$ cat src/rtl/vga_layer_arbiter_if.sv
// Video-side bundle between the VGA timing source and the layer arbiter.
// The master drives timing and layer pixels; the slave returns the composite.
interface vga_layer_arbiter_if #(
   parameter int COLOR_W = 24
);
   logic                   DISP_EN;
   logic                   VGA_VS;
   logic [3:0]             LAYER_REQ;
   logic [4*COLOR_W-1:0]   LAYER_RGB;
   logic [COLOR_W-1:0]     RGB;
   logic [3:0]             GRANT;

   modport master (
      output DISP_EN,
      output VGA_VS,
      output LAYER_REQ,
      output LAYER_RGB,
      input  RGB,
      input  GRANT
   );

   modport slave (
      input  DISP_EN,
      input  VGA_VS,
      input  LAYER_REQ,
      input  LAYER_RGB,
      output RGB,
      output GRANT
   );
endinterface

$ cat src/rtl/vga_layer_arbiter.sv
// Four-layer priority compositor with frame-synchronous config and blinking.
// Layer 3 wins; config writes take effect on the next VS falling edge.
module vga_layer_arbiter #(
   parameter int COLOR_W      = 24,
   parameter int BLINK_FRAMES = 30
) (
   input  logic                VGA_CLK,
   input  logic                RESET,
   vga_layer_arbiter_if.slave  vid,
   input  logic                CFG_WE,
   input  logic [3:0]          CFG_EN,
   input  logic [3:0]          CFG_BLINK,
   input  logic [COLOR_W-1:0]  CFG_BG,
   output logic                CFG_PENDING,
   output logic [7:0]          FRAME_CNT
);

   localparam logic [0:0] ST_WAIT_VS = 1'b0;
   localparam logic [0:0] ST_RUN     = 1'b1;
   localparam logic [7:0] BLINK_LAST = 8'(BLINK_FRAMES - 1);

   logic [0:0]          r_state;
   logic                r_vs_d;
   logic                r_pending;
   logic [7:0]          r_frame_cnt;
   logic [7:0]          r_blink_cnt;
   logic                r_phase;
   logic [3:0]          r_sh_en;
   logic [3:0]          r_sh_blink;
   logic [COLOR_W-1:0]  r_sh_bg;
   logic [3:0]          r_act_en;
   logic [3:0]          r_act_blink;
   logic [COLOR_W-1:0]  r_act_bg;
   logic [COLOR_W-1:0]  r_rgb;
   logic [3:0]          r_grant;

   logic                w_edge;
   logic [3:0]          w_elig;
   logic [3:0]          w_grant;
   logic [COLOR_W-1:0]  w_pix;

   assign w_edge = r_vs_d & ~vid.VGA_VS;
   assign w_elig = r_act_en & vid.LAYER_REQ
                 & ~(r_act_blink & {4{r_phase}});

   always_comb begin
      w_grant = 4'b0000;
      w_pix   = r_act_bg;
      if (w_elig[3]) begin
         w_grant = 4'b1000;
         w_pix   = vid.LAYER_RGB[3*COLOR_W +: COLOR_W];
      end else if (w_elig[2]) begin
         w_grant = 4'b0100;
         w_pix   = vid.LAYER_RGB[2*COLOR_W +: COLOR_W];
      end else if (w_elig[1]) begin
         w_grant = 4'b0010;
         w_pix   = vid.LAYER_RGB[1*COLOR_W +: COLOR_W];
      end else if (w_elig[0]) begin
         w_grant = 4'b0001;
         w_pix   = vid.LAYER_RGB[0 +: COLOR_W];
      end
   end

   // A write coinciding with the edge bypasses the shadow delay entirely.
   always_ff @(posedge VGA_CLK) begin
      if (!RESET) begin
         r_vs_d      <= 1'b0;
         r_pending   <= 1'b0;
         r_sh_en     <= '0;
         r_sh_blink  <= '0;
         r_sh_bg     <= '0;
         r_act_en    <= '0;
         r_act_blink <= '0;
         r_act_bg    <= '0;
      end else begin
         r_vs_d <= vid.VGA_VS;
         if (CFG_WE) begin
            r_sh_en    <= CFG_EN;
            r_sh_blink <= CFG_BLINK;
            r_sh_bg    <= CFG_BG;
         end
         if (w_edge) begin
            r_pending <= 1'b0;
            if (CFG_WE) begin
               r_act_en    <= CFG_EN;
               r_act_blink <= CFG_BLINK;
               r_act_bg    <= CFG_BG;
            end else begin
               r_act_en    <= r_sh_en;
               r_act_blink <= r_sh_blink;
               r_act_bg    <= r_sh_bg;
            end
         end else if (CFG_WE) begin
            r_pending <= 1'b1;
         end
      end
   end

   always_ff @(posedge VGA_CLK) begin
      if (!RESET) begin
         r_state     <= ST_WAIT_VS;
         r_frame_cnt <= 8'd0;
         r_blink_cnt <= 8'd0;
         r_phase     <= 1'b0;
      end else if (r_state == ST_WAIT_VS) begin
         if (w_edge) begin
            r_state     <= ST_RUN;
            r_blink_cnt <= 8'd0;
            r_phase     <= 1'b0;
         end
      end else if (w_edge) begin
         r_frame_cnt <= r_frame_cnt + 8'd1;
         if (r_blink_cnt == BLINK_LAST) begin
            r_blink_cnt <= 8'd0;
            r_phase     <= ~r_phase;
         end else begin
            r_blink_cnt <= r_blink_cnt + 8'd1;
         end
      end
   end

   always_ff @(posedge VGA_CLK) begin
      if (!RESET) begin
         r_rgb   <= '0;
         r_grant <= 4'b0000;
      end else if (r_state == ST_RUN && vid.DISP_EN) begin
         r_rgb   <= w_pix;
         r_grant <= w_grant;
      end else begin
         r_rgb   <= '0;
         r_grant <= 4'b0000;
      end
   end

   assign vid.RGB     = r_rgb;
   assign vid.GRANT   = r_grant;
   assign CFG_PENDING = r_pending;
   assign FRAME_CNT   = r_frame_cnt;

endmodule

$ cat src/flat_wrapper.sv
// flat-port wrapper written by rule: the top's interface ports become plain ports
module vga_layer_arbiter_flat 
#(
   parameter int COLOR_W      = 24,
   parameter int BLINK_FRAMES = 30
)
  (VGA_CLK, RESET, CFG_WE, CFG_EN, CFG_BLINK, CFG_BG, CFG_PENDING, FRAME_CNT, vid_DISP_EN, vid_VGA_VS, vid_LAYER_REQ, vid_LAYER_RGB, vid_RGB, vid_GRANT);
  vga_layer_arbiter_if #(.COLOR_W(COLOR_W)) vid_i ();
  input  logic VGA_CLK;
  input  logic RESET;
  input  logic CFG_WE;
  input  logic [3:0] CFG_EN;
  input  logic [3:0] CFG_BLINK;
  input  logic [COLOR_W-1:0] CFG_BG;
  output logic CFG_PENDING;
  output logic [7:0] FRAME_CNT;
  input wire logic [$bits(vid_i.DISP_EN)-1:0] vid_DISP_EN;
  input wire logic [$bits(vid_i.VGA_VS)-1:0] vid_VGA_VS;
  input wire logic [$bits(vid_i.LAYER_REQ)-1:0] vid_LAYER_REQ;
  input wire logic [$bits(vid_i.LAYER_RGB)-1:0] vid_LAYER_RGB;
  output wire logic [$bits(vid_i.RGB)-1:0] vid_RGB;
  output wire logic [$bits(vid_i.GRANT)-1:0] vid_GRANT;
  assign vid_i.DISP_EN = vid_DISP_EN;
  assign vid_i.VGA_VS = vid_VGA_VS;
  assign vid_i.LAYER_REQ = vid_LAYER_REQ;
  assign vid_i.LAYER_RGB = vid_LAYER_RGB;
  assign vid_RGB = vid_i.RGB;
  assign vid_GRANT = vid_i.GRANT;
  vga_layer_arbiter #(.COLOR_W(COLOR_W), .BLINK_FRAMES(BLINK_FRAMES)) u_core (.VGA_CLK(VGA_CLK), .RESET(RESET), .vid(vid_i), .CFG_WE(CFG_WE), .CFG_EN(CFG_EN), .CFG_BLINK(CFG_BLINK), .CFG_BG(CFG_BG), .CFG_PENDING(CFG_PENDING), .FRAME_CNT(FRAME_CNT));
endmodule
$ cat config.mk
export PLATFORM = sky130hd
export DESIGN_NAME = vga_layer_arbiter_flat
export DESIGN_NICKNAME = d
export VERILOG_FILES = /design/src/rtl/vga_layer_arbiter_if.sv /design/src/rtl/vga_layer_arbiter.sv /design/src/flat_wrapper.sv
export SDC_FILE = /design/constraint.sdc
export NUM_CORES = 1
export LEC_CHECK = 0
export BUFFER_PORTS_ARGS = -buffer_cell sky130_fd_sc_hd__buf_2
export CORE_UTILIZATION = 49
export DETAILED_ROUTE_END_ITERATION = 10
export GPL_TIMING_DRIVEN = 0
export PLACE_DENSITY_LB_ADDON = 0.08
export RECOVER_POWER = 25
export SLEW_MARGIN = 20
export SYNTH_ARGS = -nofsm -noshare
export SYNTH_HDL_FRONTEND = slang
export SYNTH_SLANG_ARGS = --single-unit
$ cat constraint.sdc
create_clock -name VGA_CLK -period 2.15 [get_ports VGA_CLK]
set_input_delay 0.215 -clock VGA_CLK [delete_from_list [all_inputs] [get_ports VGA_CLK]]
set_output_delay 0.215 -clock VGA_CLK [all_outputs]
set_load 0.02 [all_outputs]
# After elaboration in Yosys (flattened, before gate mapping)
# Index checks and enable logic that the tools add are counted.
[classes]
add_sub_neg = 2
eq_ne = 2
n_mux = 21
n_bitwise = 9
n_reduce_logical = 8
[ops]
columns = ["operator", "count"]
rows = [
  ["2-to-1 mux 24 bit", 5],
  ["2-to-1 mux 8 bit", 4],
  ["2-to-1 mux 4 bit", 5],
  ["adder 8 x 1 -> 8 bit, second input constant", 2],
  ["bitwise AND 4 bit", 3],
  ["equality test 8 x 5 -> 1 bit, second input constant", 1],
  ["2-to-1 mux 1 bit", 7],
  ["AND reduction 2 bit", 3],
  ["OR reduction 5 bit", 1],
  ["inverter 1 bit", 4],
  ["inverter 4 bit", 1],
  ["OR reduction 4 bit", 1],
  ["OR reduction 3 bit", 1],
  ["!= test 2 bit, second input constant", 1],
  ["OR reduction 2 bit", 1],
  ["bitwise AND 1 bit", 1],
  ["logical AND 1 bit", 1],
]
[totals]
ff_bits = 112
input_bits = 137
out_inout_bits = 37
wordCells = 59

# Logic depth before layout (Yosys ltp)
# Gate-level depths: netlist of the first run.
[depth]
word_depth = 7
depth_mapped = 6
mapped_depth_nobuf = 6

# Least setup slack after synthesis of the first run
# OpenSTA, ideal clock, no wires.
[synth_timing]
path_type = "register to register"
start = "register u_core.r_blink_cnt[0]"
end = "register u_core.r_phase"
arrival_time_ns = 1.521
slack_ns = 0.485
path_stages_with_launch = 6
n_path_buf = 0
period_less_slack_ns = 1.665
cell_sequence = "dfxtp_1 > ha_1 > nor4b_1 > a21boi_0 > o21ai_0 > mux2i_1"
[synth_between]
elab_chain_len = 3
[synth_rtl]
columns = ["element", "line", "text"]
rows = [
  ["start, declared", "vga_layer_arbiter.sv:26", "logic [7:0] r_blink_cnt;"],
  ["start signal, assigned", "vga_layer_arbiter.sv:117", "r_blink_cnt <= r_blink_cnt + 8'd1;"],
  ["equality test 8 x 5 -> 1 bit", "vga_layer_arbiter.sv:113", "if (r_blink_cnt == BLINK_LAST) begin"],
  ["!= test 2 bit (no source line)", "-", ""],
  ["AND reduction 2 bit (no source line)", "-", ""],
  ["end signal, assigned", "vga_layer_arbiter.sv:115", "r_phase <= ~r_phase;"],
  ["end, declared", "vga_layer_arbiter.sv:27", "logic r_phase;"],
]
# No other way between the ends.
# A chain may end at the register's enable or synchronous reset.

# Worst setup path after layout of the first run
[layout_timing]
start = "register u_core.r_vs_d"
end = "register u_core.r_act_blink[2]"
[layout_between]
elab_chain_len = 1
[layout_rtl]
columns = ["element", "line", "text"]
rows = [
  ["start, declared", "vga_layer_arbiter.sv:23", "logic r_vs_d;"],
  ["start signal, assigned", "vga_layer_arbiter.sv:76", "r_vs_d <= vid.VGA_VS;"],
  ["bitwise AND 1 bit", "vga_layer_arbiter.sv:42", "assign w_edge = r_vs_d & ~vid.VGA_VS;"],
  ["end signal, assigned", "vga_layer_arbiter.sv:90", "r_act_blink <= r_sh_blink;"],
  ["end, declared", "vga_layer_arbiter.sv:32", "logic [3:0] r_act_blink;"],
]
# No other way between the ends.

==> qor.txt, run 1 <==
vias in the first global route = 4034
Seq pwr share = 0.557
launch point of the critical path = u_core.r_vs_d
Yosys reg bits = 112
Worst Setup Slack, final = 0.2126 ns
first-pass GRT wire length = 19880 um
Pins Over Slew Limit = 0
Crit Path Max Fanout = 10
Overall Global Routing Usage = 0.2619
Synth Net Count = 626
pre-CTS setup slack = 0.07595 ns
starting density of the core = 0.5026
CP startpoint kind = register
most common library cells after synthesis = 112 x dfxtp_1, 81 x nor2_1, 57 x a211oi_1
# port buffers = 172
Distinct cells, synth = 42
Synth Cell Area = 4622 um2
initial antenna violation count = 0
Clk network pwr share = 0.330
cell area after layout = 5791 um2
headroom to the max-slew limit = 0.5255
# rows = 35
post-route ant nets = 0
Setup TNS = 0 ns
outcome = complete, no violations
DIE AREA = 9825 um2
Worst R2R Setup Slack = 0.21 ns
routed len/inst = 16.72 um
non-filler cells, final = 786
placed inst area = 5622 um2
worst slew pin tran = 0.7117 ns
crit path DAT = 2.17 ns
worst-case clock buffer depth = 2
post-synthesis sequential area ratio = 0.4851
r2r endpoint = u_core.r_act_blink[2]
number of synthesized flops with an enable pin = 0
RSZ-0062 raised after global routing = no
Avg Synthesized Cell Area = 9.510 um2
area taken by multi-input logic gates = 2185 um2
placed cells = 769
Vert. Die Dim = 99.12 um
switch share = 0.2584
ys flop type = dfxtp_1
core area = 9196 um2
HPWL after DPL = 10260 um
CTS Root Cell = clkbuf_8
Synth area leaders = dfxtp_1 49%, mux2i_1 12%, a211oi_1 9.3%
critical path type = register to register
Clock Pin Slew Worst Setup and Hold Paths = 0.10 ns
Syn. warnings = 0
max_cap viols = 0
# setup viols final = 0
FFs w/ async S/R, synth = 0
Die Width = 99.12 um
P_leak = 2.303 nW
Sw Pwr = 1.013 mW
clk sinks = 112
R2R Path Start = u_core.r_vs_d
I/O Pins = 174
Register Area = 2242 um2
Via density = 5.486
post-synth top area cell = dfxtp_1
CTS tree = built
cell with the most instances after synthesis = dfxtp_1
Final min period = 1.937 ns
H-Tree Depth = 3
largest net degree at the start of global routing = 20
post-synth top area share = 0.4851
total wire length = 13150 um
Final Net Count = 810
GRT overflow = 0
Hold Vio Cnt, Final = 0
Crit. End Element = register
Worst EP required = 2.38 ns
Min-Delay Path Class = primary input to register
Via Count = 4312
ANT cells = 0
fmax = 516.2 MHz
crit path capture = u_core.r_act_blink[2]
area grow syn2layout = 25.28%
Worst Reg-to-Reg Cells = 5
P_int = 2.907 mW
Max VDD drop = 0.2961 mV
DRC errors left = 0
Final period util = 0.9011
Worst Skew = 0.01644 ns
CTS buffer count = 9
initial DRC count = 129
Final GP Congestion = 0.8812
pwr dens = 676.9 nW/um2
synthesized instance count = 486
layout cell share with drive strength beyond 1 = 0.2489
hold_buf cts = 0
Filler cells = 824
DRT Pass-1 Iters = 6
clock latency on the worst-skew pair = 0.38 ns
Comb pwr share = 0.114
-- worst max-delay path, stage by stage, from the launching register on --
cell and delay (ns):
dfxtp_1 0.37, nor2b_1 0.15, clkbuf_1 0.26, clkbuf_1 0.41
clkbuf_1 0.45, a211oi_1 0.16
-- final cells by class --
class                      count  share of cell area
inverter                       5            0.003241
clock inverter                 6             0.01275
clock buffer                  10             0.02204
tap                          111             0.02398
sequential                   112              0.3872
multi-input combinational    330              0.3773
timing repair buffer         173              0.1433
buffer                        39             0.03025
-- cells in the final DEF, fill, tap and decap left out, drive strengths merged, types with 7 or more instances in the layout --
| cell type | count |
|---|---|
| o21ai | 9 |
| clkbuf | 68 |
| dfxtp | 112 |
| nor2 | 82 |
| inv | 8 |
| mux2i | 54 |
| buf | 154 |
| o22ai | 23 |
| and2 | 7 |
| nand2 | 20 |
| o41ai | 20 |
| a211oi | 57 |
-- cell families after synthesis --
group | after synthesis | synth area share
adder cells (fa/ha/maj) | 3 | 0.008122
AND/OR/NAND/NOR | 138 | 0.1313
multiplexers | 54 | 0.1169
AO/OA/AOI/OAI | 125 | 0.1974
XOR/XNOR | 10 | 0.01895
buffers and inverters | 44 | 0.04223
flip-flops | 112 | 0.4851
-- metal layers --
metal / up-vias / GRT usage / share of wire
met3: 21 / 0.05481 / 0.061
met2: 144 / 0.4605 / 0.47
met4: 0 / 0.08937 / 0.019
met1: 1988 / 0.3195 / 0.45
li1: 2159 / - / -
met5: - / 0 / 0
-- per-stage QoR --
step                        util  total power [mW]  hold slack, ns
after global placement    0.6113             2.660          0.4635
after global routing      0.6297             4.062         0.09586
after detailed placement  0.6113             2.673          0.4696
final                     0.6297             3.920         0.09021
after floorplan                -             2.461          0.3367
after CTS                 0.6332             3.926         0.08730
-- flip-flops by register name, summed over array words and instances, names as in the netlist --
name	flops
u_core.r_vs_d	1
u_core.r_act_en	4
u_core.r_sh_blink	4
u_core.r_state	1
u_core.r_sh_bg	24
u_core.FRAME_CNT	8
u_core.r_act_bg	24
u_core.vid.GRANT	4
u_core.r_blink_cnt	8
u_core.r_sh_en	4
u_core.r_act_blink	4
u_core.CFG_PENDING	1
u_core.r_phase	1
u_core.vid.RGB	24
-- power groups by stage --
stage	logic [mW]	clock network, mW	registers (mW)
4_1_cts	0.445	1.30	2.18
6_report	0.446	1.29	2.18
5_1_grt	0.488	1.38	2.19
3_5_place_dp	0.443	0	2.23
3_3_place_gp	0.434	0	2.23
2_1_floorplan	0.239	0	2.22
-- worst min-delay path by stage --
stage,startpoint,slack (ns),depth (start not counted),to
floorplan,vid_VGA_VS,0.34,1,u_core.r_vs_d
global route,vid_VGA_VS,0.1,2,u_core.r_vs_d
finish,vid_VGA_VS,0.09,2,u_core.r_vs_d
global placement,vid_VGA_VS,0.46,2,u_core.r_vs_d
CTS,vid_VGA_VS,0.09,2,u_core.r_vs_d
detailed placement,vid_VGA_VS,0.47,2,u_core.r_vs_d
-- repair_timing --
item	4_1_cts	5_1_grt
setup endpoints to repair	0	6
gates resized for setup	0	1
setup buffers	0	0
Power figures use the tool's default switching activity.
==> run 2, diff against run 1 <==
--- a/config.mk
+++ b/config.mk
@@ -10,7 +10,6 @@
 export DETAILED_ROUTE_END_ITERATION = 10
 export GPL_TIMING_DRIVEN = 0
 export PLACE_DENSITY_LB_ADDON = 0.08
-export RECOVER_POWER = 25
 export SLEW_MARGIN = 20
 export SYNTH_ARGS = -nofsm -noshare
 export SYNTH_HDL_FRONTEND = slang
==> run 2 against run 1 <==
Net effect: register-to-register slack about the same; sequential share of layout area down 0.25 points; clock-buffer cell count unchanged; via count up 0.63%; largest power group unchanged; highest routed layer unchanged.
==> qor.txt, run 2 (same netlist as run 1, synthesis figures left out) <==
outcome = complete, no violations (unchanged)
largest net degree at the start of global routing = 20 (unchanged)
CP max stage delay = 0.46 ns (was 0.45 ns)
Worst Setup Slack, final = 0.2104 ns (was 0.2126 ns)
clk sinks = 112 (unchanged)
DRT Pass-1 Iters = 6 (unchanged)
worst-case clock buffer depth = 2 (unchanged)
crit-path cells = ha_1, nor4b_1, a21boi_0, o21ai_1, mux2i_1 (was nor2b_1, clkbuf_1, clkbuf_1, clkbuf_1, a211oi_1)
critical path type = register to register (unchanged)
Final GP Congestion = 0.8812 (unchanged)
Via density = 5.520 (was 5.486)
routed len/inst = 16.63 um (was 16.72 um)
headroom to the max-slew limit = 0.5240 (was 0.5255)
Final Net Count = 810 (unchanged)
HPWL after DPL = 10260 um (unchanged)
switch share = 0.2572 (was 0.2584)
Setup TNS = 0 ns (unchanged)
pwr dens = 671.9 nW/um2 (was 676.9 nW/um2)
Clk network pwr share = 0.329 (was 0.330)
commonest non-fill, non-tap cell in the layout = buf_2 (unchanged)
CP max-delay cell = nor4b_1 (was clkbuf_1)
Die Width = 99.12 um (unchanged)
RSZ-0062 raised after global routing = no (unchanged)
layout cell share with drive strength beyond 1 = 0.2948 (was 0.2489)
CTS Root Cell = clkbuf_8 (unchanged)
Via Count = 4339 (was 4312)
P_int = 2.909 mW (was 2.907 mW)
fmax = 515.6 MHz (was 516.2 MHz)
Max VDD drop = 0.2949 mV (was 0.2961 mV)
CTS tree = built (unchanged)
crit path DAT = 2.17 ns (about the same)
most frequent cells in the layout = 175 x buf_2, 112 x dfxtp_1, 81 x nor2_1 (was 145 x buf_2, 112 x dfxtp_1, 81 x nor2_1)
H-Tree Depth = 3 (unchanged)
max_cap viols = 0 (unchanged)
Worst Skew = 0.01856 ns (was 0.01644 ns)
Clock Pin Slew Worst Setup and Hold Paths = 0.10 ns (about the same)
initial antenna violation count = 0 (unchanged)
cell area after layout = 5828 um2 (was 5791 um2)
end-of-flow core utilization = 0.6337 (was 0.6297)
CTS buffer count = 9 (unchanged)
DRC errors left = 0 (unchanged)
CP startpoint kind = register (unchanged)
starting density of the core = 0.5026 (unchanged)
first-pass GRT wire length = 19880 um (unchanged)
Worst EP required = 2.38 ns (about the same)
I/O Pins = 174 (unchanged)
worst slew pin tran = 0.7140 ns (was 0.7117 ns)
Crit Path Max Fanout = 6 (was 10)
P_leak = 2.429 nW (was 2.303 nW)
# rows = 35 (unchanged)
core area = 9196 um2 (unchanged)
# setup viols final = 0 (unchanged)
Final min period = 1.940 ns (was 1.937 ns)
Final period util = 0.9021 (was 0.9011)
Pins Over Slew Limit = 0 (unchanged)
# port buffers = 172 (unchanged)
initial DRC count = 120 (was 129)
DIE AREA = 9825 um2 (unchanged)
post-route ant nets = 0 (unchanged)
ANT cells = 0 (unchanged)
sum of buffers and inverters on the critical path = 0 (was 3)
Sw Pwr = 1.007 mW (was 1.013 mW)
area grow syn2layout = 26.10% (was 25.28%)
placed inst area = 5622 um2 (unchanged)
family with the most delay on the worst path = compound AO/OA/AOI/OAI gates (was buffers and inverters)
Seq pwr share = 0.557 (about the same)
Overall Global Routing Usage = 0.2619 (unchanged)
Hold Vio Cnt, Final = 0 (unchanged)
pre-CTS setup slack = 0.07595 ns (unchanged)
Vert. Die Dim = 99.12 um (unchanged)
clock latency on the worst-skew pair = 0.38 ns (about the same)
# Post-CTS Setup Buffers = 0 (unchanged)
Comb pwr share = 0.114 (about the same)
Crit. End Element = register (unchanged)
total wire length = 13070 um (was 13150 um)
vias in the first global route = 4034 (unchanged)
Min-Delay Path Class = primary input to register (unchanged)
GRT overflow = 0 (unchanged)
[run 2: timing repair]
action,4_1_cts,5_1_grt
hold buffers,0,0
setup endpoints to repair,0,6
gates resized for setup,0,1
[run 2: final timing paths]
kind                         startpoint             endpoint  slack [ns]  cells after the start
setup / recovery  u_core.r_blink_cnt[0]       u_core.r_phase        0.21                      5
hold / removal               vid_VGA_VS        u_core.r_vs_d        0.09                      2
setup reg to reg  u_core.r_blink_cnt[0]       u_core.r_phase        0.21                      5
hold reg to reg     u_core.FRAME_CNT[1]  u_core.FRAME_CNT[1]        0.50                      2
[run 2: power groups by stage]
stage               Clock, mW  Sequential [mW]  Combinational [mW]
finish                   1.29             2.18               0.447
global route             1.38             2.19               0.490
CTS                      1.30             2.18               0.445
detailed placement          0             2.23               0.443
global placement            0             2.23               0.434
floorplan                   0             2.22               0.239
[run 2: layout make-up]
cell class | instances | area, um2
fill | 802 | 3368
buffer | 39 | 176.4
tap | 111 | 138.9
multi-input combinational | 330 | 2185
clock buffer | 10 | 127.6
timing repair buffer | 173 | 865.8
clock inverter | 6 | 73.82
sequential | 112 | 2242
inverter | 5 | 18.77
[run 2: metrics by stage]
| step | hold slack [ns] | total power [mW] | cells |
|---|---|---|---|
| after global routing | 0.09586 | 4.064 | 786 |
| final | 0.09204 | 3.916 | 786 |
| after floorplan | 0.3367 | 2.461 | 486 |
| after CTS | 0.08730 | 3.926 | 785 |
| after global placement | 0.4635 | 2.660 | 769 |
| after detailed placement | 0.4696 | 2.673 | 769 |
[run 2: per-layer routing]
layer / vias up / track usage / share of wire
met5: - / 0 / 0
met4: 0 / 0.08937 / 0.020
met3: 21 / 0.05481 / 0.060
met2: 143 / 0.4605 / 0.48
met1: 2017 / 0.3195 / 0.44
li1: 2158 / - / -
[run 2: worst reg2reg max path: cells and delay by family, from the launching register on]
family | cells | cell delay [ns]
AO/OA/AOI/OAI | 2 | 0.62
AND/OR/NAND/NOR | 1 | 0.46
flip-flops | 1 | 0.43
adder cells (fa/ha/maj) | 1 | 0.17
multiplexers | 1 | 0.13
==> run 3, diff against run 2 <==
--- a/config.mk
+++ b/config.mk
@@ -6,7 +6,10 @@
 export NUM_CORES = 1
 export LEC_CHECK = 0
 export BUFFER_PORTS_ARGS = -buffer_cell sky130_fd_sc_hd__buf_2
-export CORE_UTILIZATION = 49
+export CELL_PAD_IN_SITES_DETAIL_PLACEMENT = 1
+export CELL_PAD_IN_SITES_GLOBAL_PLACEMENT = 1
+export CORE_ASPECT_RATIO = 0.8
+export CORE_UTILIZATION = 36
 export DETAILED_ROUTE_END_ITERATION = 10
 export GPL_TIMING_DRIVEN = 0
 export PLACE_DENSITY_LB_ADDON = 0.08
==> run 3 against run 2 <==
Net effect: clock power is 26% higher; critical path depth stayed put; maximum frequency is 0.93% lower; global-route usage is 3.2 points lower; setup slack worse by 0.018 ns; wire length is 17% higher; non-clock buffer count stayed put; largest power group unchanged; combinational power is 3% higher.
==> qor.txt, run 3 (same netlist as run 1, synthesis figures left out) <==
DRC errors left = 0 (unchanged)
Worst EP required = 2.36 ns (was 2.38 ns)
CTS Root Cell = clkbuf_16 (was clkbuf_8)
commonest non-fill, non-tap cell in the layout = buf_2 (unchanged)
Via density = 5.134 (was 5.520)
Worst R2R Setup Slack = 0.19 ns (was 0.21 ns)
GRT overflow = 0 (unchanged)
total wire length = 15290 um (was 13070 um)
critical path type = register to register (unchanged)
crit-path cells = ha_1, nor4b_1, a21boi_0, o21ai_1, nor2_1 (was ha_1, nor4b_1, a21boi_0, o21ai_1, mux2i_1)
worst slew pin tran = 0.6557 ns (was 0.7140 ns)
crit path DAT = 2.17 ns (about the same)
clk sinks = 112 (unchanged)
area grow syn2layout = 29.64% (was 26.10%)
layout cell share with drive strength beyond 1 = 0.2963 (was 0.2948)
HPWL after DPL = 12250 um (was 10260 um)
Setup TNS = 0 ns (unchanged)
Crit Path Max Fanout = 6 (unchanged)
initial DRC count = 120 (unchanged)
Min-Delay Path Class = primary input to register (unchanged)
CP max stage delay = 0.45 ns (was 0.46 ns)
headroom to the max-slew limit = 0.5629 (was 0.5240)
Overall Global Routing Usage = 0.2297 (was 0.2619)
# setup viols final = 0 (unchanged)
DRT Pass-1 Iters = 4 (was 6)
Max VDD drop = 0.4704 mV (was 0.2949 mV)
DIE AREA = 13300 um2 (was 9825 um2)
starting density of the core = 0.3745 (was 0.5026)
Final period util = 0.9106 (was 0.9021)
Worst Skew = 0.008715 ns (was 0.01856 ns)
CP startpoint kind = register (unchanged)
worst-case clock buffer depth = 2 (unchanged)
Final min period = 1.958 ns (was 1.940 ns)
# rows = 36 (was 35)
vias in the first global route = 4236 (was 4034)
placed cells = 829 (was 769)
pwr dens = 713.4 nW/um2 (was 671.9 nW/um2)
fmax = 510.8 MHz (was 515.6 MHz)
max_cap viols = 0 (unchanged)
initial antenna violation count = 0 (unchanged)
Crit. End Element = register (unchanged)
core area = 12340 um2 (was 9196 um2)
Final Net Count = 810 (unchanged)
Hold Vio Cnt, Final = 0 (unchanged)
first-pass GRT wire length = 22840 um (was 19880 um)
Vert. Die Dim = 103.3 um (was 99.12 um)
largest net degree at the start of global routing = 21 (was 20)
Clock Pin Slew Worst Setup and Hold Paths = 0.08 ns (was 0.10 ns)
Die Width = 128.7 um (was 99.12 um)
outcome = complete, no violations (unchanged)
routed len/inst = 18.07 um (was 16.63 um)
ANT cells = 0 (unchanged)
CTS tree = built (unchanged)
RSZ-0062 raised after global routing = no (unchanged)
CP max-delay cell = o21ai_1 (was nor4b_1)
P_leak = 2.465 nW (was 2.429 nW)
Final GP Congestion = 0.8347 (was 0.8812)
# Post-CTS Setup Buffers = 0 (unchanged)
non-filler cells, final = 846 (was 786)
CTS buffer count = 9 (unchanged)
clock latency on the worst-skew pair = 0.35 ns (was 0.38 ns)
I/O Pins = 174 (unchanged)
post-route ant nets = 0 (unchanged)
Pins Over Slew Limit = 0 (unchanged)
H-Tree Depth = 3 (unchanged)
most frequent cells in the layout = 175 x buf_2, 112 x dfxtp_1, 81 x nor2_1 (unchanged)
# port buffers = 172 (unchanged)
Via Count = 4343 (was 4339)
[run 3: cell types whose count changed in the layout (fill, tap and decap cells not counted), sizes merged]
cell / previous run / this run
clkinv: 0 / 2
bufinv: 1 / 0
clkbuf: 38 / 37
clkinvlp: 2 / 3
inv: 8 / 7
[run 3: critical path: cells and delay by family, from the launching register on]
family                     cells  cell delay, ns
AOI/OAI and AO/OA              2            0.68
adders and majority gates      1            0.18
DFF                            1            0.43
and+or+nand+nor                2            0.54
[run 3: layout make-up]
class / instances / area (um2)
flip-flops and latches: 112 / 2242
plain buffers: 39 / 176.4
well taps: 171 / 214.0
clock buffers: 9 / 225.2
multi-input cells: 330 / 2185
inverters: 5 / 18.77
repair buffers: 173 / 865.8
clock inverters: 7 / 65.06
fillers: 1510 / 6350
[run 3: repair_timing]
| item | CTS | global route |
|---|---|---|
| hold buffers | 0 | 0 |
| resized for setup | 1 | 0 |
| setup endpoints to repair | 2 | 0 |
[run 3: report_power, final]
group          internal [mW]  switching (mW)  leakage, nW  total [mW]
Combinational          0.205           0.257         1.42       0.462
Clock                  0.808           0.821        0.131        1.63
Sequential              2.15          0.0373        0.913        2.18
Total                   3.16            1.12         2.47        4.27
[run 3: metrics by stage]
stage               setup slack, ns  utilization  instance area [um2]  hold WS, ns  power (mW)
floorplan                    0.4850            -                 4622       0.3367       2.461
global placement            0.09997       0.4616                 5697       0.4654       2.680
detailed placement          0.01885       0.4616                 5697       0.4796       2.695
CTS                         0.08306       0.4851                 5987       0.1180       4.315
global route                0.01369       0.4855                 5992       0.1387       4.452
finish                       0.1923       0.4855                 5992       0.1213       4.275
[run 3: final timing paths]
path                                               to             startpoint  cells after the start
worst max register to register  u_core.r_blink_cnt[7]  u_core.r_blink_cnt[0]                      5
worst min-delay path                    u_core.r_vs_d             vid_VGA_VS                      2
worst max-delay path            u_core.r_blink_cnt[7]  u_core.r_blink_cnt[0]                      5
worst min register to register     u_core.CFG_PENDING     u_core.CFG_PENDING                      2
[run 3: metal layers]
layer,part of all wire,track usage,up-vias,wire length [um]
met4,0.0085,0.04977,0,130
met2,0.46,0.3863,120,7016
met5,0,0,-,0
met1,0.48,0.3026,2050,7277
li1,-,-,2161,-
met3,0.056,0.05298,12,861
